File: src/rtl/arb_pkg.sv
// rtl/arb_pkg.sv - shared constants and state type for the round-robin decoded arbiter
package arb_pkg;

    localparam int N_REQ  = 16;
    localparam int IDX_W  = 4;
    localparam int HOLD_W = 8;

    typedef enum logic {
        IDLE  = 1'b0,
        GRANT = 1'b1
    } arb_state_t;

endpackage

File: src/rtl/dec4to16.sv
// rtl/dec4to16.sv - 4-to-16 one-hot decoder
module dec4to16 (
    input  logic [3:0]  sel,
    output logic [15:0] dec
);

    // one-hot decode of the select index
    always_comb begin
        dec = 16'd1 << sel;
    end

endmodule

File: src/rtl/rr_pick.sv
// rtl/rr_pick.sv - rotating-priority finder: first set request at or above base, wrapping
module rr_pick
    import arb_pkg::*;
(
    input  logic [N_REQ-1:0] req,
    input  logic [IDX_W-1:0] base,
    output logic [IDX_W-1:0] idx,
    output logic             any
);

    logic [IDX_W-1:0] cand;

    // scan from the far end back toward base so the last hit is the closest to base
    always_comb begin
        idx  = '0;
        cand = '0;
        any  = |req;
        for (int k = N_REQ - 1; k >= 0; k--) begin
            cand = base + IDX_W'(k);
            if (req[cand]) begin
                idx = cand;
            end
        end
    end

endmodule

File: src/rtl/rr_dec_arbiter.sv
// rtl/rr_dec_arbiter.sv - 16-way round-robin arbiter with decoded grant; optional ARB_TIMEOUT_EN hold limit
module rr_dec_arbiter
    import arb_pkg::*;
#(
    parameter int MAX_HOLD = 15
) (
    input  logic             clk,
    input  logic             rst,
    input  logic [N_REQ-1:0] req,
    input  logic             done,
    output logic             gnt_valid,
    output logic [IDX_W-1:0] gnt_idx,
    output logic [N_REQ-1:0] gnt_oh,
    output logic [IDX_W-1:0] ptr,
    output logic             timeout
);

    if (MAX_HOLD < 1 || MAX_HOLD > 255) begin : g_bad_max_hold
        $error("MAX_HOLD out of range 1..255");
    end

    arb_state_t       state, state_next;
    logic [IDX_W-1:0] pick_idx;
    logic             pick_any;
    logic             force_rel;
    logic             tmo_next;
    logic             rel;
    logic [N_REQ-1:0] dec_out;

    rr_pick u_pick (
        .req  (req),
        .base (ptr),
        .idx  (pick_idx),
        .any  (pick_any)
    );

`ifdef ARB_TIMEOUT_EN
    logic [HOLD_W-1:0] hold_cnt;
    logic              hold_hit;

    // hold_cnt == MAX_HOLD-1 in the last permitted GRANT cycle; the release edge is the MAX_HOLD-th
    always_comb begin
        hold_hit  = (state == GRANT) && (hold_cnt == HOLD_W'(MAX_HOLD - 1));
        force_rel = hold_hit;
        tmo_next  = hold_hit && !done;
    end

    // hold counter: cleared while idle (so it starts at 0 on grant), counts GRANT cycles
    always_ff @(posedge clk) begin
        if (rst || state != GRANT) begin
            hold_cnt <= '0;
        end else begin
            hold_cnt <= hold_cnt + 1'b1;
        end
    end
`else
    // no hold limit: a grant lasts until done or withdrawal
    always_comb begin
        force_rel = 1'b0;
        tmo_next  = 1'b0;
    end
`endif

    // next-state: grant on any request in IDLE, release on done/withdrawal/hold limit
    always_comb begin
        state_next = state;
        rel        = 1'b0;
        case (state)
            IDLE: begin
                if (pick_any) begin
                    state_next = GRANT;
                end
            end
            GRANT: begin
                rel = done || !req[gnt_idx] || force_rel;
                if (rel) begin
                    state_next = IDLE;
                end
            end
            default: state_next = IDLE;
        endcase
    end

    // state, owner, priority base and timeout pulse registers
    always_ff @(posedge clk) begin
        if (rst) begin
            state     <= IDLE;
            ptr       <= '0;
            gnt_valid <= 1'b0;
            gnt_idx   <= '0;
            timeout   <= 1'b0;
        end else begin
            state     <= state_next;
            gnt_valid <= (state_next == GRANT);
            timeout   <= rel && tmo_next;
            if (state == IDLE && pick_any) begin
                gnt_idx <= pick_idx;
            end
            if (rel) begin
                ptr <= gnt_idx + 1'b1;
            end
        end
    end

    dec4to16 u_dec (
        .sel (gnt_idx),
        .dec (dec_out)
    );

    // decoded select only while a grant is active
    always_comb begin
        gnt_oh = dec_out & {N_REQ{gnt_valid}};
    end

endmodule

File: config.mk
export PLATFORM = sky130hd
export DESIGN_NAME = rr_dec_arbiter
export DESIGN_NICKNAME = d
export VERILOG_FILES = /design/src/rtl/arb_pkg.sv /design/src/rtl/dec4to16.sv /design/src/rtl/rr_pick.sv /design/src/rtl/rr_dec_arbiter.sv
export SDC_FILE = /design/constraint.sdc
export NUM_CORES = 1
export LEC_CHECK = 0
export CELL_PAD_IN_SITES_DETAIL_PLACEMENT = 1
export CELL_PAD_IN_SITES_GLOBAL_PLACEMENT = 1
export CORE_ASPECT_RATIO = 0.5
export CORE_MARGIN = 5
export CORE_UTILIZATION = 50
export DETAILED_ROUTE_END_ITERATION = 16
export DONT_BUFFER_PORTS = 1
export PLACE_DENSITY = 0.87
export SYNTH_ARGS = -nofsm -noshare
export SYNTH_HDL_FRONTEND = slang
export SYNTH_SLANG_ARGS = --single-unit
File: constraint.sdc
create_clock -name clk -period 5.9 [get_ports clk]
set_clock_uncertainty 0.2 [all_clocks]
set_input_delay 1.18 -clock clk [delete_from_list [all_inputs] [get_ports clk]]
set_output_delay 1.18 -clock clk [all_outputs]
set_load 0.01 [all_outputs]
# ---- After elaboration in Yosys (flattened, before gate mapping)
# Index checks and enable logic that the tools add are counted.
dict set report word_totals {
  ff_bits 9
  input_bits 19
  out_inout_bits 26
}
dict set report op_classes {
  add_sub_neg 16
  n_lt_le_gt_ge 17
  n_shift 1
  n_mux 54
  bitwise_logic 2
  reduce_logical 4
}
# operator count
set ops {}
lappend ops {{4-bit by 5-bit < comparator with 1-bit output (second input constant)} 17}
lappend ops {{1-bit binary-select mux with 4-bit select} 17}
lappend ops {{4-bit 2-to-1 mux} 16}
lappend ops {{4-bit adder (second input constant)} 8}
lappend ops {{1-bit 2-to-1 mux} 20}
lappend ops {{4-bit by 3-bit adder with 4-bit output (second input constant)} 4}
lappend ops {{16-bit bitwise AND} 1}
lappend ops {{16-bit OR reduction} 1}
lappend ops {{1-bit by 4-bit left shift with 16-bit output (first input constant)} 1}
lappend ops {{4-bit by 1-bit adder with 4-bit output (second input constant)} 2}
lappend ops {{4-bit by 2-bit adder with 4-bit output (second input constant)} 2}
lappend ops {{1-bit one-hot mux with 2 select lines} 1}
lappend ops {{1-bit logical AND} 1}
lappend ops {{1-bit zero test} 1}
lappend ops {{1-bit logical OR} 1}
lappend ops {{1-bit NOT} 1}

# ---- Depth between registers and ports, before layout
dict set report logic_depth {
  word_depth 19
  mapped_depth 13
  ltp_nobuf 9
}

# ---- By module
# From an unflattened synthesis, not the netlist that was laid out.
dict set report unflattened {
  hier_cells 353
  hier_area_um2 3301.9
}
# module n_inst cells_each area_each_um2
set by_module_without_submodules {}
lappend by_module_without_submodules {rr_pick 1 256 2408.6}
lappend by_module_without_submodules {rr_dec_arbiter 1 77 666.9}
lappend by_module_without_submodules {dec4to16 1 20 226.5}

# ---- Least setup slack after synthesis
# OpenSTA, ideal clock, no wires.
dict set report synth_timing {
  path_type {register to register}
  from {register ptr[1]}
  to {register gnt_idx[3]}
  setup_ns 0.069
  arrival_time_ns 4.217
  path_slack_ns 1.414
  stages_incl_launch_ff 12
  synth_period_minus_slack_ns 4.486
  cell_sequence {dfxtp_1 > clkbuf_1 > clkbuf_1 > clkinv_1 > ha_1 > buf_6 > mux4_2 > mux4_2 > o21bai_1 > or4_4 > or3b_1 > o21ai_1}
}
dict set report synth_between {
  elab_chain_len 19
}
# element line
set synth_rtl {}
lappend synth_rtl {{start: declaration} rr_dec_arbiter.sv:14} ;# output logic [IDX_W-1:0] ptr,
lappend synth_rtl {{start signal: assignment} rr_dec_arbiter.sv:100} ;# ptr <= gnt_idx + 1'b1;
lappend synth_rtl {{4-bit adder} rr_pick.sv:19} ;# cand = base + IDX_W'(k);
lappend synth_rtl {{1-bit binary-select mux with 4-bit select} rr_pick.sv:20} ;# if (req[cand]) begin
lappend synth_rtl {{1-bit 2-to-1 mux (implied by the code)} rr_pick.sv:20}
lappend synth_rtl {{4-bit 2-to-1 mux (15 in series)} rr_pick.sv:20}
lappend synth_rtl {{4-bit 2-to-1 mux *} rr_pick.sv:20}
lappend synth_rtl {{end signal: assignment} rr_dec_arbiter.sv:97} ;# gnt_idx <= pick_idx;
lappend synth_rtl {{end: declaration} rr_dec_arbiter.sv:12} ;# output logic [IDX_W-1:0] gnt_idx,
# Mark *: on every way between the ends. The rest lies on a longest branch, timed or not. The select of a mux whose other input is x is not followed.
# A chain may end at the register's enable or synchronous reset.

# ---- Worst setup path after layout
# Ends and elaborated chain as after synthesis.

==> impl_metrics.ini <==
[status]
status = finished, final reports clean

[worst_setup_path]
cp_max_fo = 23
worst_setup_path_end_kind = flip-flop
path_class = reg -> reg
critPathTopFamily = multiplexers
slowest_delay_ps = 960
crit_chain = clkinv_1 > ha_1 > mux2_2 > mux2_2 > mux4_2 > o21bai_1 > or4_4 > or3b_1 > o21ai_1
worstPathArrival_ps = 4350
critical_path_buf_inv_count = 1
r2r-start = ptr[1]
cp_common_cell = mux2_2
cpMaxStageDelayCell = ha_1
crit_start = ptr[1]
cp_data_required_time_ps = 5870
startpoint_type = flip-flop

[finish]
layout-drive-gt1-share = 0.2102
regArea_um2 = 181.4
multi_input_area_um2 = 2616
area_growth_pct = 2.706
fin_util = 0.5417
n_antenna_cell = 0
final_area_um2 = 3039
fill_cells = 656
finalNetCount = 347

[logic_synthesis]
yosys-top-cells-area = mux4_2 (25%), mux2i_1 (7.8%), mux2_2 (7.6%)
yosysWarnings = 0
yosysTopAreaCellShare = 0.2512
synth_edf_count = 0
ys_seq_area_frac = 0.06089
ys_top_cells_by_count = mux4_2 (33), nor2_1 (32), mux2i_1 (23)
synth_area_um2 = 2959
synth_cell_types = 66
synth.most_common_cell = mux4_2
synthArstFlopShare = 0
synthFlopType = dfxtp_1
synthesis.nets = 360
avgSynthCellArea_um2 = 9.022
synth.ff_latch_count = 9
synth_area_leader_cell = mux4_2
synth_cells = 328

[die]
rows = 19
die_h_um = 64.40
die-width_um = 118.8
core_area_um2 = 5610
start_util = 0.5274
die_area_um2 = 7650
pin_count = 45

[timing]
report.final.slew_viol_count = 0
clock.fmax_ghz = 0.2281
fin_crit_sh = 0.7429
relSlewSlack = 0.2949
finalSetupViolations = 0
hold_viol_final = 0
rsz0062_at_grt = false
worst_pin_slew_ps = 1050
fin_tns_setup_ps = 0
finalCriticalPeriod_ps = 4383

[run]
drv_cap = 0

[global_routing]
grt_max_degree = 37
grtUsageTotal = 0.2689
antenna_found_initial = 0
overflow = 0
grt_pass1_vias = 2924
grt_first_pass_wirelength_um = 16500

[routing]
drc_errors = 0
via_per_inst = 7.641
vias = 2957
antenna_left = 0
wire_per_inst_um = 27.00
drtIter0Drc = 312
drtPass1Iterations = 5
wl_um = 10450

[power]
worst_ir_drop_vdd_v = 0.0002148
p_leak_nw = 1.017
p_total_mw = 1.844
power_density_nw_per_um2 = 606.6

[clocking]
insertion_delay_ps = 230
cts_tree = done
root_buffer = clkbuf_16
clk_pin_slew_ps = 40
post_cts_buffers = 0
clockBufferDepth = 2
numClockSinks = 9
numCtsBuffers = 3
cts_max_level = 1
postCtsHoldBufs = 0
cts_resized = 0

[placed_design]
place_area_um2 = 2960
dp_hpwl_um = 7901
gp_congestion = 0.9790
portBuffers = 0

[worst_hold_path]
min-delay-start = state
hold_path_class = reg -> reg
path summary, 6_finish.rpt:
path | to | slack, ps | depth (start not counted)
worst min register to register | state | 510 | 2
worst max register to register | gnt_idx[3] | 1520 | 9
worst max-delay path | gnt_idx[3] | 1520 | 9
worst min-delay path | state | 510 | 2
power by group:
part | internal [mW] | switching [mW]
registers | 0.0831 | 0.0699
clock network | 0.0905 | 0.0305
logic | 0.656 | 0.914
total | 0.829 | 1.01
routing by layer:
layer | track usage | part of all wire | vias up
li1 | - | - | 1274
met1 | 0.3844 | 0.42 | 1467
met2 | 0.4297 | 0.44 | 204
met3 | 0.05463 | 0.13 | 12
met4 | 0.04329 | 0.012 | 0
met5 | 0 | 0 | -
registers in the layout, indices dropped and copies added, names as in the netlist:
signal / flops
ptr: 4
gnt_idx: 4
state: 1
worst reg2reg max path, cell delays in order, from the launching register on:
cell      delay [ps]
dfxtp_1          340
clkinv_1         290
ha_1             960
mux2_2           440
mux2_2           300
mux4_2           590
o21bai_1         220
or4_4            500
or3b_1           360
o21ai_1          130
per-stage QoR:
stage                     setup slack [ps]  cells  hold WS, ps
after floorplan                       1414    328        436.0
after global placement                1761    383        479.5
after detailed placement              1549    383        531.4
after CTS                             1560    387        506.4
after global routing                  1315    387        568.0
final                                 1517    387        507.0
cell usage in the layout (no fill, tap or decap), types with 2 or more instances in the layout:
master | netlist | routed
clkinv_1 | 4 | 4
o21ai_0 | 8 | 8
inv_1 | 7 | 7
nor2b_1 | 6 | 6
clkbuf_16 | 0 | 3
a211oi_1 | 5 | 5
a21oi_1 | 17 | 17
nor3b_1 | 3 | 3
nand4_1 | 2 | 2
mux4_1 | 2 | 2
a41oi_1 | 4 | 4
o21ai_1 | 3 | 3
xor2_1 | 3 | 3
or2_2 | 2 | 2
mux2_2 | 20 | 20
dfxtp_1 | 9 | 8
o22ai_1 | 2 | 2
buf_4 | 2 | 4
nand2_1 | 17 | 17
a32oi_1 | 2 | 2
a221oi_1 | 4 | 4
ha_1 | 13 | 13
nand2b_1 | 6 | 6
nor2_1 | 32 | 32
mux4_2 | 33 | 33
xnor2_1 | 8 | 8
a21boi_1 | 2 | 2
mux2i_1 | 23 | 23
nand3_1 | 14 | 14
and3_1 | 3 | 3
o211ai_1 | 5 | 5
nor3_1 | 8 | 8
nor4_1 | 4 | 4
o21a_1 | 4 | 4
o21bai_1 | 3 | 3
o2111ai_1 | 3 | 3
area by class of cell:
cell class,instances,share of cell area
repair buffers,4,0.009881
flip-flops and latches,9,0.05970
multi-input cells,286,0.8608
well taps,73,0.03005
clock buffers,4,0.02594
inverters,11,0.01359
cells by family (layout without fill, tap and decap cells):
kind of cell | count (synthesis) | in the layout | share of synthesized area
simple gates | 104 | 104 | 0.1772
mux | 80 | 80 | 0.4355
compound gates | 77 | 77 | 0.1827
buf+inv | 33 | 19 | 0.05497
fa+ha+maj | 13 | 13 | 0.05497
xor+xnor | 11 | 11 | 0.03256
flops | 9 | 9 | 0.06089
other cells | 1 | 1 | 0.001267
No activity file was read; power rests on OpenSTA's default activity.
